[config.mk]
export PLATFORM = sky130hd
export DESIGN_NAME = csa_mul_seq
export DESIGN_NICKNAME = d
export VERILOG_FILES = /design/src/rtl/csa_mul_seq.sv
export SDC_FILE = /design/constraint.sdc
export NUM_CORES = 1
export LEC_CHECK = 0
export ABC_AREA = 1
export CAP_MARGIN = 25
export CELL_PAD_IN_SITES_DETAIL_PLACEMENT = 0
export CELL_PAD_IN_SITES_GLOBAL_PLACEMENT = 1
export CORE_ASPECT_RATIO = 0.75
export CORE_UTILIZATION = 44
export DETAILED_ROUTE_END_ITERATION = 16
export MAX_ROUTING_LAYER = met4
export PLACE_DENSITY = 0.87
export SYNTH_ARGS = -nofsm -noshare
export SYNTH_HDL_FRONTEND = slang
export SYNTH_SLANG_ARGS = --single-unit
[constraint.sdc]
create_clock -name clk -period 13.6 [get_ports clk]
set_input_delay 2.72 -clock clk [delete_from_list [all_inputs] [get_ports clk]]
set_output_delay 2.72 -clock clk [all_outputs]
set_load 0.05 [all_outputs]
[src/rtl/csa_mul_seq.sv]
// Sequential shift-add multiplier whose accumulator is kept in carry-save
// form (rd + rdx), so no carry ripples further than one chunk per step.
module csa_mul_seq #(
  parameter int WIDTH         = 32,
  parameter int STEPS_AT_ONCE = 1,
  parameter int CARRY_CHAIN   = 4
) (
  input  logic               clk,
  input  logic               reset,
  input  logic               in_valid,
  output logic               in_ready,
  input  logic [WIDTH-1:0]   rs1,
  input  logic [WIDTH-1:0]   rs2,
  input  logic               rs1_signed,
  input  logic               rs2_signed,
  input  logic               abort,
  output logic               out_valid,
  input  logic               out_ready,
  output logic [2*WIDTH-1:0] product
);

  localparam int W2     = 2 * WIDTH;
  localparam int CW     = $clog2(W2 + 1);
  localparam int NCHUNK = W2 / CARRY_CHAIN;
  localparam logic [CW-1:0] CNT_UNSIGNED = CW'(WIDTH / STEPS_AT_ONCE);
  localparam logic [CW-1:0] CNT_SIGNED   = CW'(W2 / STEPS_AT_ONCE);

  typedef enum logic [1:0] {IDLE, RUN, RESOLVE, DONE} state_t;

  state_t          state;
  logic [W2-1:0]   mplier, mcand, rd, rdx;
  logic [CW-1:0]   cnt;

  logic [W2-1:0]   nxt_mplier, nxt_mcand, nxt_rd, nxt_rdx;
  logic [W2-1:0]   step_t, step_rdt;
  logic [CARRY_CHAIN:0] step_sum;

  assign in_ready  = (state == IDLE);
  assign out_valid = (state == DONE);

  // Each rdx chunk holds at most its bottom bit (a shifted-in chunk carry),
  // so rd + rdx + t per chunk always fits in CARRY_CHAIN+1 bits.
  always_comb begin
    nxt_mplier = mplier;
    nxt_mcand  = mcand;
    nxt_rd     = rd;
    nxt_rdx    = rdx;
    step_t     = '0;
    step_rdt   = '0;
    step_sum   = '0;
    for (int s = 0; s < STEPS_AT_ONCE; s++) begin
      step_t   = nxt_mplier[0] ? nxt_mcand : '0;
      step_rdt = '0;
      for (int c = 0; c < NCHUNK; c++) begin
        step_sum = {1'b0, nxt_rd[c*CARRY_CHAIN +: CARRY_CHAIN]}
                 + {1'b0, nxt_rdx[c*CARRY_CHAIN +: CARRY_CHAIN]}
                 + {1'b0, step_t[c*CARRY_CHAIN +: CARRY_CHAIN]};
        nxt_rd[c*CARRY_CHAIN +: CARRY_CHAIN] = step_sum[CARRY_CHAIN-1:0];
        step_rdt[c*CARRY_CHAIN + CARRY_CHAIN - 1] = step_sum[CARRY_CHAIN];
      end
      nxt_rdx    = step_rdt << 1;
      nxt_mplier = nxt_mplier >> 1;
      nxt_mcand  = nxt_mcand << 1;
    end
  end

  always_ff @(posedge clk or posedge reset) begin
    if (reset) begin
      state   <= IDLE;
      mplier  <= '0;
      mcand   <= '0;
      rd      <= '0;
      rdx     <= '0;
      cnt     <= '0;
      product <= '0;
    end else begin
      case (state)
        IDLE: begin
          if (in_valid) begin
            mplier <= {{WIDTH{rs1_signed & rs1[WIDTH-1]}}, rs1};
            mcand  <= {{WIDTH{rs2_signed & rs2[WIDTH-1]}}, rs2};
            rd     <= '0;
            rdx    <= '0;
            cnt    <= (rs1_signed | rs2_signed) ? CNT_SIGNED : CNT_UNSIGNED;
            state  <= RUN;
          end
        end
        RUN: begin
          if (abort) begin
            state <= IDLE;
          end else begin
            mplier <= nxt_mplier;
            mcand  <= nxt_mcand;
            rd     <= nxt_rd;
            rdx    <= nxt_rdx;
            cnt    <= cnt - CW'(1);
            if (cnt == CW'(1)) state <= RESOLVE;
          end
        end
        RESOLVE: begin
          if (abort) begin
            state <= IDLE;
          end else begin
            product <= rd + rdx;
            state   <= DONE;
          end
        end
        DONE: begin
          if (out_ready) state <= IDLE;
        end
        default: state <= IDLE;
      endcase
    end
  end

endmodule

======== Word level (Yosys, flattened, before mapping) ========
Cells that the tools add are included.
operators by class
  add/subtract/negate cells ............... 34
  equal/unequal tests ..................... 8
  multiplexer cells ....................... 22
  bitwise operators ....................... 4
  reductions and logical operators ........ 5
operator list
  cell                 count
  $mux 64              8
  $pmux 64 s2          4
  $add 4x4->5          15
  $add 5x4->5          15
  $add 64x64->64       1
  $mux 7               3
  $pmux 7 s2           1
  $mux 2               5
  $add 4x4->4          2
  $pmux 2 s4           1
  $eq 7x1->1 const B   1
  $sub 7x1->7 const B  1
  $reduce_and 3->1     2
  $eq 2x2->1 const B   2
  $ne 2x2->1 const B   2
  $ne 3x3->1 const B   1
  $and 1x1->1          2
  $eq 2x1->1 const B   1
  $logic_not 2->1      1
  $ne 2x1->1 const B   1
  $reduce_and 2->1     1
  $reduce_bool 2->1    1
  $not 1->1            1
  $or 1x1->1           1
storage, ports and cells
  flip-flop bits (word level) ............. 329
  input port bits ......................... 71
  output and inout port bits .............. 66
  logic and storage cells ................. 80

======== Logic depth before layout (Yosys ltp) ========
Gate-level depths: netlist (run 1).
  depth after elaboration ................. 4
  depth in mapped cells ................... 13
  gate-level depth less buffers ........... 13

======== Worst setup path before layout (run 1) ========
OpenSTA, ideal clock, no wires.
  path kind ............................... in2reg
  start point ............................. in abort
  end point ............................... reg product[26]
  setup time .............................. 123 ps
  arrival time ............................ 3587 ps
  required time ........................... 13477 ps
  slack ................................... 9890 ps
  stages .................................. 6
  path buffers ............................ 2
  cell sequence ........................... nor3_4 inv_2 clkbuf_1 clkbuf_1 nand2_1 nand2_1
on the way
  cells in the longest elaborated chain, start to end .. 2
RTL lines
  element                     line  RTL
  start: declaration          16    input logic abort,
  $not 1->1 (no line)         n/a
  $reduce_and 2->1 (no line)  n/a
  end signal: assignment      104   product <= rd + rdx;
  end: declaration            19    output logic [2*WIDTH-1:0] product
No other way between the ends.
A chain may end at the register's enable or synchronous reset.

======== Final worst setup path (run 1) ========
  start point ............................. in abort
  end point ............................... reg mplier[62]
on the way
  cells in the longest elaborated chain, start to end .. 2
RTL lines
  element                     line  RTL
  $ne 2x2->1 (no line)        n/a
  $reduce_and 3->1 (no line)  n/a
  end signal: assignment      80    mplier <= {{WIDTH{rs1_signed & rs1[WIDTH-1]}}, rs1};
  end signal: assignment      92    mplier <= nxt_mplier;
  end: declaration            31    logic [W2-1:0] mplier, mcand, rd, rdx;
No other way between the ends.

==> summary.md, run 1 <==
| Metric | Value |
|---|---|
| Utilization after layout | `between 50% and 60%` |
| RSZ-0062 raised after global routing | `no` |
| Most Used Layer, Global Route | `met1` |
| DIE AREA | `between 40000 and 50000 sq um` |
| CP Launch Type | `primary input` |
| Met2 usage | `36.0%` |
| FP Rows | `between 60 and 70` |
| Register area share after synthesis | `40.3%` |
| Register bit total from synthesis | `280` |
| Final non-filler cell total | `around 3000` |
| N_diodes | `0` |
| Most frequent cells in the layout | `nand2_1, inv_1, dfrtp_1` |
| Mapped Avg Cell Area | `7.32 sq um` |
| Final period util | `between 40% and 50%` |
| Worst-path cell chain | `clkdlybuf4s50_1 > inv_1 > nand2_2 > buf_4 > nand2_8 > buf_4 > inv_2 > a31oi_2 > buf_4 > a21oi_1` |
| Most common cell after layout, fill and taps aside | `nand2_1` |
| Syn nets | `between 2000 and 3000` |
| Post-Route WL | `between 40000 and 50000 um` |
| Primary FF master, synth | `dfrtp_1` |
| Layout cells sized above 1 | `3.01%` |
| Final Total Pwr | `~4.2 mW` |
| Fin crit period | `roughly 6 ns` |
| Cells after Synth | `2377` |
| Worst skew pair latency | `roughly 0.60 ns` |
| Initial antenna violation count | `0` |
| Detailed-route DRC error count | `0` |
| H-tree depth | `1` |
| Die width | `approximately 230 um` |
| Starting density of the core | `45.0%` |
| Initial DRC count | `between 1000 and 1500` |
| CP max stage cell | `buf_4` |
| Num Clock Sinks | `280` |
| Worst clock skew | `around 0.036 ns` |
| Unique cell type count in the Yosys netlist | `40` |
| Post-synth EDFFs | `0` |
| Hpwl dp | `36800 um` |
| Boundary pin count | `~140` |
| DR vias/cell | `between 5 and 6` |
| ANT nets after route | `0` |
| Placed cell count | `around 3000` |
| Core ar. | `roughly 39000 sq um` |
| Cell family with most CP delay | `buffers and inverters` |
| Layout Nets | `around 2600` |
| Max-slew headroom | `around 29%` |
| Port Buf Inserts | `roughly 140` |
| Total GRT Usage | `25.7%` |
| Warning count from the yosys run | `0` |
| Clk root buf | `clkbuf_16` |
| Largest net degree at the start of global routing | `155` |
| Hold Crit Class | `register to register` |
| Vias in the first global route | `~15000` |
| CP required | `~14 ns` |
| Setup violators final | `0` |
| Die Height | `~170 um` |
| Pwr/cell area | `207 nW/um^2` |
| Layout area overhead | `15.9%` |
| Remaining global-route overflow | `0` |
| Clk buf depth | `3` |
| Worst-path clk slew | `0.06 ns` |
| Slew @ Worst Pin | `around 1.1 ns` |
| Crit Path Category | `primary input to register` |
| Synth Cell Area | `approximately 17000 sq um` |
| Via count | `15500` |
| Slew Viols, Final | `0` |
| Gates resized, CTS repair | `0` |
| CTS tree | `done` |
| Post-cts hold buffer count | `0` |
| Crit-path most repeated cell | `buf_4` |
| CP max FO | `124` |
| Critical Path End Type | `register` |
| Met1 usage | `38.2%` |
| Routed len/inst | `roughly 16 um` |
| Final hold violations | `0` |
| First-pass GRT wire length | `a little under 80000 um` |
| Post-synth ARST share | `between 90% and 100%` |
| Max Cap Viol | `0` |
| Setup TNS | `0 ns` |
| Drt first pass iters | `5` |
| Setup bufs post-CTS | `0` |
| Peak supply drop | `0.133 mV` |
| CTS Buf Count | `30` |
| Status | `complete, no violations` |
| Maximum clock frequency | `roughly 170 MHz` |
| P_leak | `10.4 nW` |
| Met3 usage | `4.97%` |
| CP peak stage delay | `about 0.8 ns` |
| Arr. time, crit path | `approximately 6.5 ns` |
| Buf/Inv on CP | `6` |
| RePlAce Congestion | `approximately 0.95` |
[through the flow]
step | cell area, sq um | hold slack [ns] | setup slack [ns]
after global placement | 19100 | 0.462 | 6.75
after global routing | 20100 | 0.504 | 7.30
after detailed placement | 19100 | 0.465 | 6.97
after floorplan | 17400 | 0.463 | 3.16
final | 20100 | 0.478 | 7.59
after CTS | 20100 | 0.480 | 7.61
[per-layer routing]
| metal | routed length (um) | share of wire (%) | vias to the layer above |
|---|---|---|---|
| met3 | 3560 | 7.2 | 56 |
| met1 | 24900 | 50 | 7275 |
| met4 | 1050 | 2.1 | 0 |
| met2 | 19900 | 40 | 422 |
| met5 | 0 | 0 | - |
| li1 | - | - | 7771 |
[worst reg2reg max path: stages (launching register included)]
cell,delay [ns]
dfrtp_1,0.46
inv_2,0.07
nor2_4,0.07
buf_4,0.39
nand2_2,0.07
buf_4,0.38
nand2_8,0.63
buf_4,0.84
inv_2,0.54
a31oi_2,0.27
buf_4,0.34
a21oi_1,0.13
[cell usage after synthesis, types with 8 or more instances]
| master | number | area [sq um] |
|---|---|---|
| fa_1 | 31 | 621 |
| nand3_1 | 107 | 536 |
| o221ai_1 | 32 | 280 |
| xnor2_1 | 21 | 184 |
| o21bai_1 | 9 | 67.6 |
| a21boi_0 | 13 | 97.6 |
| clkbuf_1 | 38 | 143 |
| inv_1 | 370 | 1390 |
| ha_1 | 66 | 826 |
| a21oi_1 | 97 | 485 |
| nand4_1 | 13 | 81.3 |
| nor3_1 | 11 | 55.1 |
| o31ai_1 | 13 | 97.6 |
| o211ai_1 | 34 | 255 |
| o21ai_0 | 98 | 490 |
| o22ai_1 | 44 | 275 |
| dfrtp_1 | 280 | 7010 |
| nor2_1 | 200 | 751 |
| a31oi_1 | 31 | 194 |
| xor2_1 | 20 | 175 |
| nand2b_1 | 12 | 75.1 |
| buf_1 | 8 | 30.0 |
| nand2_1 | 754 | 2830 |
| buf_2 | 40 | 200 |
[flip-flops by register name (all words and copies together) (netlist names)]
name	flops
mcand	64
mplier	64
product	64
rd	64
rdx	15
cnt	7
state	2
[path summary, 6_finish.rpt]
kind	cells past startpoint	end	slack (ns)	start
worst max-delay path	10	mplier[62]$_DFFE_PP0P_	7.59	abort
worst min-delay path	2	product[40]$_DFFE_PP0P_	0.48	product[40]$_DFFE_PP0P_
worst max register to register	11	mplier[62]$_DFFE_PP0P_	9.27	state[0]$_DFFE_PP0P_
worst min register to register	2	product[40]$_DFFE_PP0P_	0.48	product[40]$_DFFE_PP0P_
max in group asynchronous	3	product[57]$_DFFE_PP0P_	9.69	reset
min in group asynchronous	2	rd[1]$_DFFE_PP0P_	2.59	reset
[cell families (layout without fill, tap and decap cells)]
logic type	after synthesis	count (layout)	synth area share [%]
compound gates	383	383	13.4
xor+xnor	41	41	2.07
fa+ha+maj	97	97	8.32
buf+inv	464	580	10.4
flops	280	280	40.3
simple gates	1112	1112	25.6
[cell type report]
type	instances	area, sq um
Sequential cell	280	7010
Clock buffer	46	881
Timing Repair Buffer	150	1490
Multi-Input combinational cell	1633	8590
Inverter	375	1420
Fill cell	3772	18500
Tap cell	512	641
Clock inverter	9	123
[power breakdown]
group / leakage (nW) / internal (mW) / total (mW) / switching (mW)
registers: 3.56 / 1.17 / 1.44 / 0.262
clock network: 0.490 / 0.483 / 0.835 / 0.351
logic: 6.31 / 0.643 / 1.91 / 1.27
total: 10.4 / 2.30 / 4.18 / 1.88
No activity file was read; power rests on OpenSTA's default activity.
==> run 2: changes to the inputs <==
- clock period: 13.6 -> 6.11 ns (I/O delays scaled with it)
==> summary.md, run 2 (synthesis results as in run 1) <==
| Metric | Value |
|---|---|
| Core ar. | `38600 sq um` |
| Hold_sp | `product[55]$_DFFE_PP0P_` |
| CTS Buf Count | `30` |
| Most common cell after layout, fill and taps aside | `nand2_1` |
| Final non-filler cell total | `roughly 3000` |
| Layout cells sized above 1 | `3.29%` |
| Final Worst Setup Slack | `about 2.7 ns` |
| N_diodes | `0` |
| Final Instance Area | `approximately 20000 sq um` |
| CTS tree | `done` |
| Pwr/cell area | `around 470 nW/um^2` |
| Worst skew pair latency | `0.61 ns` |
| Final period util | `56.2%` |
| RSZ-0062 raised after global routing | `no` |
| Initial DRC count | `approximately 1300` |
| Utilization after layout | `between 50% and 60%` |
| Post-cts hold buffer count | `0` |
| Post-Route WL | `49700 um` |
| Most frequent cells in the layout | `nand2_1, inv_1, dfrtp_1` |
| Gates resized, CTS repair | `0` |
| CP Launch Type | `primary input` |
| Detailed-route DRC error count | `0` |
| Fin crit period | `between 3 and 4 ns` |
| Hpwl dp | `about 37000 um` |
| P_leak | `around 10 nW` |
| RePlAce Congestion | `between 0.9 and 1` |
| Boundary pin count | `about 140` |
| Port Buf Inserts | `136` |
| H-tree depth | `1` |
| Status | `complete, no violations` |
| Crit Path Category | `primary input to register` |
| Setup violators final | `0` |
| CP max FO | `between 60 and 70` |
| Layout area overhead | `16.2%` |
| ANT nets after route | `0` |
| Max Cap Viol | `0` |
| Worst-path clk slew | `~0.070 ns` |
| Critical Path End Type | `register` |
| Hold Crit Class | `register to register` |
| Place WS | `approximately 1.9 ns` |
| Starting density of the core | `between 40% and 50%` |
| Largest net degree at the start of global routing | `slightly below 200` |
| Final Total Pwr | `roughly 9.4 mW` |
| Via count | `15600` |
| FP Rows | `62` |
| Clk root buf | `clkbuf_16` |
| Total GRT Usage | `~26%` |
| Final hold violations | `0` |
| Worst clock skew | `between 0.03 and 0.04 ns` |
| Remaining global-route overflow | `0` |
| Die width | `about 230 um` |
| Reg-to-Reg Start | `state[0]$_DFFE_PP0P_` |
| Slew @ Worst Pin | `about 0.93 ns` |
| Layout Nets | `~2600` |
| Arr. time, crit path | `a little under 4 ns` |
| Setup bufs post-CTS | `0` |
| CP required | `roughly 6.6 ns` |
| DR vias/cell | `5.20` |
| Setup TNS | `0 ns` |
| Min Hold Slack | `around 0.48 ns` |
| Slew Viols, Final | `0` |
| Drt first pass iters | `5` |
| Max-slew headroom | `a little under two fifths` |
| Num Clock Sinks | `280` |
| Initial antenna violation count | `0` |
| Die Height | `174 um` |
| Routed len/inst | `roughly 17 um` |
| Vias in the first global route | `14900` |
| Clk buf depth | `3` |
| Peak supply drop | `~0.43 mV` |
| First-pass GRT wire length | `roughly 80000 um` |
| Launch point of the critical path | `abort` |
| DP Area | `19100 sq um` |
| Placed cell count | `2950` |
| Maximum clock frequency | `around 290 MHz` |
| DIE AREA | `a little over 40000 sq um` |
[run 2: final cells by class]
| cell class | instances | area [sq um] |
|---|---|---|
| Tap cell | 512 | 641 |
| Sequential cell | 280 | 7010 |
| Clock inverter | 19 | 233 |
| Multi-Input combinational cell | 1633 | 8590 |
| Clock buffer | 37 | 807 |
| Inverter | 375 | 1410 |
| Fill cell | 3797 | 18400 |
| Timing Repair Buffer | 151 | 1520 |
[run 2: final timing paths]
check / endpoint / slack, ns / depth (start not counted)
setup / recovery: state[0]$_DFFE_PP0P_ / 2.68 / 9
hold / removal: product[55]$_DFFE_PP0P_ / 0.48 / 2
setup reg to reg: mplier[51]$_DFFE_PP0P_ / 3.12 / 8
hold reg to reg: product[55]$_DFFE_PP0P_ / 0.48 / 2
max in group asynchronous: product[52]$_DFFE_PP0P_ / 3.79 / 4
min in group asynchronous: mcand[19]$_DFFE_PP0P_ / 1.13 / 3
[run 2: power by group]
group	total (mW)	internal (mW)	switching (mW)
logic	4.29	1.45	2.84
clock network	1.92	1.11	0.809
registers	3.19	2.61	0.576
total	9.40	5.17	4.23
[run 2: worst max-delay path, stage by stage]
cell	delay [ns]
clkdlybuf4s50_1	0.54
inv_1	0.07
nand2_2	0.12
buf_4	0.64
inv_1	0.65
o21ai_0	0.25
nand3_1	0.11
o31ai_1	0.22
inv_1	0.07
[run 2: per-layer routing]
layer / vias up / wire length [um] / track usage [%]
met1: 7382 / 25200 / 39.0
li1: 7778 / - / -
met4: 0 / 1100 / 5.54
met5: - / 0 / -
met3: 58 / 3160 / 4.05
met2: 404 / 20300 / 36.3
